==> src/rtl/tlul_spi_master_v2.sv <==
// TL-UL SPI master: CTRL/DIV/DATA/STATUS registers, TX/RX FIFOs, four SPI modes,
// 8/16/32-bit words, MSB/LSB-first ordering and manual chip-select hold.
// state | meaning
// IDLE  | waiting for en and TX data; CS may still be held low
// LEAD  | CS setup, one half-period
// SHIFT | 2*len SCLK edges
// TRAIL | CS hold, one half-period
// CSHI  | minimum CS-high time, one half-period
module tlul_spi_master_v2 #(
  parameter int TL_RS      = 4,
  parameter int TL_SZ      = 4,
  parameter int CS         = 2,
  parameter int FIFO_DEPTH = 8
) (
  input  logic             spi_clock_i,
  input  logic             spi_reset_i,
  input  logic [2:0]       spi_a_opcode,
  input  logic [2:0]       spi_a_param,
  input  logic [TL_SZ-1:0] spi_a_size,
  input  logic [TL_RS-1:0] spi_a_source,
  input  logic [3:0]       spi_a_address,
  input  logic [3:0]       spi_a_mask,
  input  logic [31:0]      spi_a_data,
  input  logic             spi_a_corrupt,
  input  logic             spi_a_valid,
  output logic             spi_a_ready,
  output logic [2:0]       spi_d_opcode,
  output logic [1:0]       spi_d_param,
  output logic [TL_SZ-1:0] spi_d_size,
  output logic [TL_RS-1:0] spi_d_source,
  output logic             spi_d_denied,
  output logic [31:0]      spi_d_data,
  output logic             spi_d_corrupt,
  output logic             spi_d_valid,
  input  logic             spi_d_ready,
  output logic             spi_sclk_o,
  output logic             spi_mosi_o,
  input  logic             spi_miso_i,
  output logic [CS-1:0]    spi_cs_n_o
);
  localparam int AW = $clog2(FIFO_DEPTH);
  localparam logic [AW:0] PTR_ONE = 1;

  typedef enum logic [2:0] {IDLE, LEAD, SHIFT, TRAIL, CSHI} state_t;
  state_t state, state_nxt;

  logic [31:0] ctrl, tx_word, rx_word, rx_in, rdata, wmask, status, tx_head;
  logic [15:0] div, div_l, cnt;
  logic [31:0] tx_mem [FIFO_DEPTH];
  logic [31:0] rx_mem [FIFO_DEPTH];
  logic [AW:0] tx_wp, tx_rp, rx_wp, rx_rp, tx_cnt, rx_cnt;
  logic        tx_full, tx_empty, rx_full, rx_empty, tx_ovf, rx_ovf;
  logic        cpha_l, lsb_l;
  logic [5:0]  len_l, len_new, ecnt;
  logic [4:0]  idx, idx_nxt, pos, pos_nxt, pos0;
  logic [1:0]  sel;
  logic        acc, is_put, is_get, wr, rd, w1c, tl_push, tl_pop, push_ok;
  logic        tick, last_edge, load, rx_push, rx_ok, cs_on, cs_off, busy, cs_low;
  logic [CS-1:0] cs_vec;
  logic        unused;

  assign unused = ^{spi_a_param, spi_a_corrupt, spi_a_address[1:0],
                    ctrl[31:17], ctrl[15:12], ctrl[7:6]};

  assign tx_cnt   = tx_wp - tx_rp;
  assign rx_cnt   = rx_wp - rx_rp;
  assign tx_empty = tx_wp == tx_rp;
  assign rx_empty = rx_wp == rx_rp;
  assign tx_full  = (tx_wp[AW] != tx_rp[AW]) && (tx_wp[AW-1:0] == tx_rp[AW-1:0]);
  assign rx_full  = (rx_wp[AW] != rx_rp[AW]) && (rx_wp[AW-1:0] == rx_rp[AW-1:0]);
  assign busy     = state != IDLE;
  assign cs_low   = ~&spi_cs_n_o;
  assign status   = {8'h0, 8'(rx_cnt), 8'(tx_cnt), 1'b0, rx_ovf, tx_ovf,
                     rx_empty, rx_full, tx_empty, tx_full, busy};

  assign spi_a_ready = ~spi_d_valid | spi_d_ready;
  assign acc     = spi_a_valid & spi_a_ready;
  assign is_put  = (spi_a_opcode == 3'd0) || (spi_a_opcode == 3'd1);
  assign is_get  = spi_a_opcode == 3'd4;
  assign sel     = spi_a_address[3:2];
  assign wr      = acc & is_put;
  assign rd      = acc & is_get;
  assign w1c     = wr && (sel == 2'd3) && spi_a_mask[0];
  assign wmask   = {{8{spi_a_mask[3]}}, {8{spi_a_mask[2]}}, {8{spi_a_mask[1]}}, {8{spi_a_mask[0]}}};
  assign tl_push = wr && (sel == 2'd2);
  assign tl_pop  = rd && (sel == 2'd2) && !rx_empty;
  assign push_ok = tl_push && !tx_full;
  // A full RX that is being read this cycle still has room for the FSM's word.
  assign rx_ok   = rx_push && (!rx_full || tl_pop);

  always_comb begin
    rdata = 32'h0;
    case (sel)
      2'd0:    rdata = ctrl;
      2'd1:    rdata = {16'h0, div};
      2'd2:    rdata = rx_empty ? 32'h0 : rx_mem[rx_rp[AW-1:0]];
      default: rdata = status;
    endcase
  end

  always_ff @(posedge spi_clock_i) begin
    if (!spi_reset_i) begin
      spi_d_valid  <= 1'b0;
      spi_d_opcode <= 3'd0;
      spi_d_size   <= '0;
      spi_d_source <= '0;
      spi_d_denied <= 1'b0;
      spi_d_data   <= 32'h0;
    end else if (acc) begin
      spi_d_valid  <= 1'b1;
      spi_d_opcode <= is_get ? 3'd1 : 3'd0;
      spi_d_size   <= spi_a_size;
      spi_d_source <= spi_a_source;
      spi_d_denied <= !(is_put || is_get);
      spi_d_data   <= is_get ? rdata : 32'h0;
    end else if (spi_d_ready) begin
      spi_d_valid  <= 1'b0;
    end
  end

  assign spi_d_param   = 2'b00;
  assign spi_d_corrupt = 1'b0;

  always_ff @(posedge spi_clock_i) begin
    if (!spi_reset_i) begin
      ctrl   <= 32'h0;
      div    <= 16'h0;
      tx_wp  <= '0;
      tx_rp  <= '0;
      rx_wp  <= '0;
      rx_rp  <= '0;
      tx_ovf <= 1'b0;
      rx_ovf <= 1'b0;
    end else begin
      if (wr && sel == 2'd0) ctrl <= ((ctrl & ~wmask) | (spi_a_data & wmask)) & 32'h0001_0F3F;
      if (wr && sel == 2'd1) div <= (div & ~wmask[15:0]) | (spi_a_data[15:0] & wmask[15:0]);
      if (push_ok) tx_wp <= tx_wp + PTR_ONE;
      if (load)    tx_rp <= tx_rp + PTR_ONE;
      if (rx_ok)   rx_wp <= rx_wp + PTR_ONE;
      if (tl_pop)  rx_rp <= rx_rp + PTR_ONE;
      tx_ovf <= (tx_ovf & ~(w1c & spi_a_data[5])) | (tl_push & tx_full);
      rx_ovf <= (rx_ovf & ~(w1c & spi_a_data[6])) | (rx_push & ~rx_ok);
    end
  end

  always_ff @(posedge spi_clock_i) begin
    if (push_ok) tx_mem[tx_wp[AW-1:0]] <= spi_a_data & wmask;
    if (rx_ok)   rx_mem[rx_wp[AW-1:0]] <= rx_in;
  end

  always_comb begin
    cs_vec = '0;
    for (int i = 0; i < CS; i++) cs_vec[i] = (ctrl[11:8] == 4'(i));
  end

  always_comb begin
    case (ctrl[5:4])
      2'd0:    len_new = 6'd8;
      2'd1:    len_new = 6'd16;
      default: len_new = 6'd32;
    endcase
  end

  assign tx_head   = tx_mem[tx_rp[AW-1:0]];
  assign pos0      = ctrl[3] ? 5'd0 : 5'(len_new - 6'd1);
  assign idx_nxt   = idx + 5'd1;
  assign pos       = lsb_l ? idx : 5'(len_l - 6'd1 - {1'b0, idx});
  assign pos_nxt   = lsb_l ? idx_nxt : 5'(len_l - 6'd1 - {1'b0, idx_nxt});
  assign tick      = busy && (cnt == 16'd0);
  assign last_edge = {1'b0, ecnt} == ({len_l, 1'b0} - 7'd1);
  // With cpha=1 the final sample lands on the last edge, so fold it in directly.
  assign rx_in     = cpha_l ? (rx_word | (32'(spi_miso_i) << pos)) : rx_word;

  always_ff @(posedge spi_clock_i) begin
    if (!spi_reset_i) state <= IDLE;
    else              state <= state_nxt;
  end

  always_comb begin
    state_nxt = state;
    load      = 1'b0;
    rx_push   = 1'b0;
    cs_on     = 1'b0;
    cs_off    = 1'b0;
    case (state)
      IDLE: begin
        if (ctrl[0] && !tx_empty) begin
          load = 1'b1; cs_on = 1'b1; state_nxt = LEAD;
        end else if (cs_low && !ctrl[16]) begin
          cs_off = 1'b1; state_nxt = CSHI;
        end
      end
      LEAD:  if (tick) state_nxt = SHIFT;
      SHIFT: if (tick && last_edge) begin rx_push = 1'b1; state_nxt = TRAIL; end
      TRAIL: begin
        if (tick) begin
          if (ctrl[16] && ctrl[0] && !tx_empty) begin
            load = 1'b1; cs_on = 1'b1; state_nxt = LEAD;
          end else if (ctrl[16]) begin
            state_nxt = IDLE;
          end else begin
            cs_off = 1'b1; state_nxt = CSHI;
          end
        end
      end
      CSHI:    if (tick) state_nxt = IDLE;
      default: state_nxt = IDLE;
    endcase
  end

  always_ff @(posedge spi_clock_i) begin
    if (!spi_reset_i) begin
      spi_sclk_o <= 1'b0;
      spi_mosi_o <= 1'b0;
      spi_cs_n_o <= '1;
      cnt        <= 16'h0;
      div_l      <= 16'h0;
      tx_word    <= 32'h0;
      rx_word    <= 32'h0;
      cpha_l     <= 1'b0;
      lsb_l      <= 1'b0;
      len_l      <= 6'd8;
      ecnt       <= 6'd0;
      idx        <= 5'd0;
    end else begin
      if (state_nxt != state || tick) cnt <= load ? div : div_l;
      else if (busy)                  cnt <= cnt - 16'd1;
      if (cs_on)       spi_cs_n_o <= ~cs_vec;
      else if (cs_off) spi_cs_n_o <= '1;
      if (load) begin
        tx_word    <= tx_head;
        rx_word    <= 32'h0;
        div_l      <= div;
        cpha_l     <= ctrl[2];
        lsb_l      <= ctrl[3];
        len_l      <= len_new;
        ecnt       <= 6'd0;
        idx        <= 5'd0;
        spi_sclk_o <= ctrl[1];
        spi_mosi_o <= tx_head[pos0];
      end else if (state == IDLE) begin
        spi_sclk_o <= ctrl[1];
      end else if (state == SHIFT && tick) begin
        spi_sclk_o <= ~spi_sclk_o;
        ecnt       <= ecnt + 6'd1;
        if (!ecnt[0]) begin
          if (cpha_l) spi_mosi_o <= tx_word[pos];
          else        rx_word[pos] <= spi_miso_i;
        end else begin
          idx <= idx_nxt;
          if (cpha_l) rx_word[pos] <= spi_miso_i;
          else        spi_mosi_o <= tx_word[pos_nxt];
        end
      end
    end
  end
endmodule

==> config.mk <==
export PLATFORM = sky130hd
export DESIGN_NAME = tlul_spi_master_v2
export DESIGN_NICKNAME = d
export VERILOG_FILES = /design/src/rtl/tlul_spi_master_v2.sv
export SDC_FILE = /design/constraint.sdc
export NUM_CORES = 1
export LEC_CHECK = 0
export CAP_MARGIN = 5
export CORE_AREA = 2 2 247 249
export CTS_CLUSTER_DIAMETER = 150
export DETAILED_ROUTE_END_ITERATION = 8
export DIE_AREA = 0 0 249 251
export PLACE_DENSITY = 0.72
export SLEW_MARGIN = 0
export SYNTH_ARGS = -nofsm -noshare
export SYNTH_HDL_FRONTEND = slang
export SYNTH_SLANG_ARGS = --single-unit
export TNS_END_PERCENT = 30
==> constraint.sdc <==
create_clock -name spi_clock_i -period 5.5 [get_ports spi_clock_i]
set_input_delay 1.1 -clock spi_clock_i [delete_from_list [all_inputs] [get_ports spi_clock_i]]
set_output_delay 1.1 -clock spi_clock_i [all_outputs]
set_load 0.02 [all_outputs]
==> summary.txt <==
Power and ir drop
  – Seq pwr share: 0.527
  – Pwr Total: 11.0 mW
  – PD cells: ~330 nW/µm²
  – Sw Pwr: roughly 2.2 mW
  – Peak VDD IR: 0.000266 V
  – Leakage power: 11.4 nW
  – Combinational Power Share: 0.018
  – Switching share of power: 0.201
  – Pint: 8.82 mW
  – Clock power share: 0.455

Clock network
  – CTS resizes: 0
  – CTS tree: yes
  – CTS buffer count: 73
  – Htree depth: 3
  – CTS root buf: clkbuf_16
  – Post-CTS Hold Fix Bufs: 0
  – Clock Latency Late Sink: 0.62 ns
  – Reg clk slew, reported paths: 0.06 ns
  – Setup Fix Bufs, Post-CTS: 0
  – Clk sinks: just over 700
  – CTS Buffer Depth: 3

Setup path
  – Critical Path Start: spi_a_opcode[2]
  – Reg-to-Reg Start: len_l[3]
  – Max FO, Critical Path: 32
  – R2R Setup Slk: 2.04 ns
  – Worst R2R Path Depth: 9
  – WS Path Type: input pin to flop
  – Crit path to: rx_mem[0][24]
  – CP arrival: around 4.0 ns
  – Worst path required time: ~5.7 ns
  – CP Capture Type: flop
  – Critical Path Source Type: input pin
  – Reg2reg end: rx_mem[0][24]

Placement
  – Dpl cell area: ~32,000 µm²
  – DP Worst Slack: 1.13 ns
  – HPWL Detailed: 42,300 µm
  – GP Congestion: 0.854
  – # placed instances: 2,816
  – Port buffer count: 101

Layout
  – # diodes: 0
  – Final Non-Filler Cells: 2,950
  – Nets: 2,188
  – Final core occ: 0.567
  – Share of layout cells above drive strength 1: 0.151
  – # fillers: around 4,500
  – Area Growth Syn to Fin: 14.9%
  – Design area: about 34,000 µm²

Drt
  – First DRT Iteration DRCs: 1,746
  – Via density: 5.95
  – Residual DRC count: 0
  – DRT Pass-1 Iters: 5
  – Antenna Nets Post-Route: 0
  – Vias: ~18,000
  – Final WL: 66,700 µm
  – Wire per inst: 22.6 µm

Floorplanning
  – Row cnt: 90
  – Die ar.: 62,500 µm²
  – # IOs: between 100 and 150
  – Die Ht: 251 µm
  – Core Area: between 50,000 and 60,000 µm²
  – Die X: 249 µm
  – Initial Util: 0.494

Timing
  – TNS Setup: 0 ns
  – Clk_skew: just under 0.02 ns
  – Hold Vio Cnt, Final: 0
  – Setup ws final: roughly 1.7 ns
  – Final setup vio count: 0
  – Fin crit period: between 3 and 4 ns
  – Final-report max-slew violation count: 0
  – Fmax: approximately 260 MHz
  – Worst-Margin Slew: 0.995 ns
  – Post-Route Hold Slack: 0.457 ns
  – Slew headroom: 0.331
  – RSZ-0062 raised after global routing: false
  – Final Cycle Share: 0.687

Synthesis
  – Sequential share of the synthesized area: 0.665
  – Synthesized area: 29,500 µm²
  – Unique masters post-synth: between 60 and 70
  – Cells after Synth: 2,007
  – Ys async rst share: 0
  – EDFF count, synth: about 500
  – Top FF cell, synth: edfxtp_1
  – Synthesis-stage register bit count: 725
  – Syn Area/Cell: 14.7 µm²
  – Synth warn: 0

Global route
  – Grt met2 use: 0.347
  – Grt met1 use: 0.300
  – First-pass GRT wire length: 104,000 µm
  – GR peak layer: met2
  – Pin count of the biggest net entering global routing: ~80
  – Total congestion overflow: 0
  – Met3 Use GR: 0.0329
  – All-Layer GR Usage: 0.215
  – Initial antenna violation count: 1
  – Via count of the first global-routing pass: 17,500

Outcome
  – Status: complete, no violations

Min path
  – Worst hold-check path type: flop to flop

Job
  – Max-Cap Viols: 0
registers in the layout (all words and copies together) (netlist names), 3 cells and up, named ones only:
| name | flops |
|---|---|
| rx_mem | 256 |
| spi_d_size | 4 |
| cnt | 16 |
| spi_d_data | 32 |
| idx | 5 |
| ecnt | 6 |
| state | 3 |
| rx_rp | 4 |
| rx_wp | 4 |
| div_l | 16 |
| spi_d_source | 4 |
| tx_rp | 4 |
| tx_wp | 4 |
| tx_mem | 256 |
| tx_word | 32 |
| len_l | 3 |
| rx_word | 32 |
cells by family after synthesis:
logic type      count (synthesis)  share of synthesized area
simple gates                  510                     0.0792
compound gates                281                     0.0601
flops                         725                      0.665
buf+inv                       149                     0.0221
mux                           268                      0.148
xor+xnor                       54                     0.0165
other cells                     1                   0.000127
fa+ha+maj                      19                    0.00856
worst max-delay path, stage by stage:
cell,delay (ns)
clkdlybuf4s50_1,0.55
nor3b_1,0.25
nand3_1,0.22
or2_2,0.54
a21oi_1,0.35
nand2_1,0.31
nor3_2,0.20
buf_4,0.47
synth_stat cells (3+ instances only):
| library cell | n | area share |
|---|---|---|
| a32oi_1 | 5 | 0.0015 |
| and3_1 | 4 | 0.00085 |
| mux2i_1 | 130 | 0.044 |
| a21oi_1 | 87 | 0.015 |
| buf_2 | 39 | 0.0066 |
| nand3b_1 | 3 | 0.00076 |
| xor2_1 | 29 | 0.0086 |
| nor3b_1 | 3 | 0.00076 |
| a211o_1 | 3 | 0.00089 |
| clkbuf_1 | 62 | 0.0079 |
| a22oi_1 | 12 | 0.0031 |
| nor2_1 | 194 | 0.025 |
| nor2b_1 | 4 | 0.00085 |
| nand2b_1 | 7 | 0.0015 |
| nor4_1 | 5 | 0.0011 |
| buf_1 | 11 | 0.0014 |
| o21ai_0 | 47 | 0.0080 |
| edfxtp_1 | 512 | 0.52 |
| nor3_1 | 18 | 0.0031 |
| o211ai_1 | 7 | 0.0018 |
| mux2_2 | 3 | 0.0011 |
| ha_1 | 17 | 0.0072 |
| o22ai_1 | 23 | 0.0049 |
| dfxtp_1 | 213 | 0.14 |
| a21o_1 | 4 | 0.0010 |
| xnor2_1 | 23 | 0.0068 |
| nand2_1 | 147 | 0.019 |
| a31oi_1 | 3 | 0.00064 |
| o21ai_1 | 3 | 0.00051 |
| nand4_1 | 32 | 0.0068 |
| inv_1 | 24 | 0.0031 |
| or2_2 | 3 | 0.00064 |
| nand3_1 | 38 | 0.0064 |
| or3_1 | 6 | 0.0013 |
| mux4_2 | 135 | 0.10 |
| a211oi_1 | 34 | 0.0086 |
| buf_4 | 8 | 0.0020 |
| o221ai_1 | 7 | 0.0021 |
| and2_1 | 36 | 0.0076 |
| o21bai_1 | 32 | 0.0081 |
per-layer routing:
metal / vias up / wire length, µm
met5: - / 0
met4: 0 / 1710
met3: 113 / 4730
met2: 764 / 32000
met1: 8838 / 28300
li1: 7832 / -
cells in the final DEF (no fill, tap or decap), types with 11 or more instances in the layout:
cell type / instances
clkbuf_1: 16
nand3_1: 38
nor2_4: 11
mux4_2: 135
o21ai_0: 47
a211oi_1: 34
o21bai_1: 32
and2_1: 36
clkinv_2: 12
clkdlybuf4s50_1: 101
mux2i_1: 130
buf_4: 39
xnor2_1: 23
inv_1: 24
ha_1: 17
nor2_1: 183
nand4_1: 32
dfxtp_1: 207
nor3_1: 14
a22oi_1: 12
xor2_1: 29
o22ai_1: 23
a21oi_1: 87
clkbuf_16: 75
edfxtp_1: 512
nand2_1: 147
layout make-up:
class	count	area, µm²	share of cell area
flip-flops and latches	725	19700	0.579
multi-input cells	1137	9360	0.276
clock buffers	99	2030	0.0598
repair buffers	145	1400	0.0414
well taps	782	978	0.0288
clock inverters	35	399	0.0118
inverters	27	104	0.00306
how the worst min path moves through the flow:
stage	startpoint	slack, ns	endpoint	cells after the start
after detailed placement	spi_d_size[2]	0.45	spi_d_size[2]	2
after global placement	spi_d_source[3]	0.44	spi_d_source[3]	2
after global routing	len_l[4]	0.47	len_l[4]	2
final	spi_d_size[2]	0.46	spi_d_size[2]	2
after floorplan	len_l[4]	0.43	len_l[4]	2
after CTS	spi_d_size[2]	0.46	spi_d_size[2]	2
power groups by stage:
stage / clock [mW] / sequential [mW] / combinational [mW]
global route: 5.32 / 5.81 / 0.217
global placement: 0 / 5.93 / 0.193
CTS: 5.10 / 5.81 / 0.200
finish: 5.02 / 5.81 / 0.201
floorplan: 0 / 5.94 / 0.0942
detailed placement: 0 / 5.93 / 0.199
Note: power is estimated with default switching activity, not from simulation.
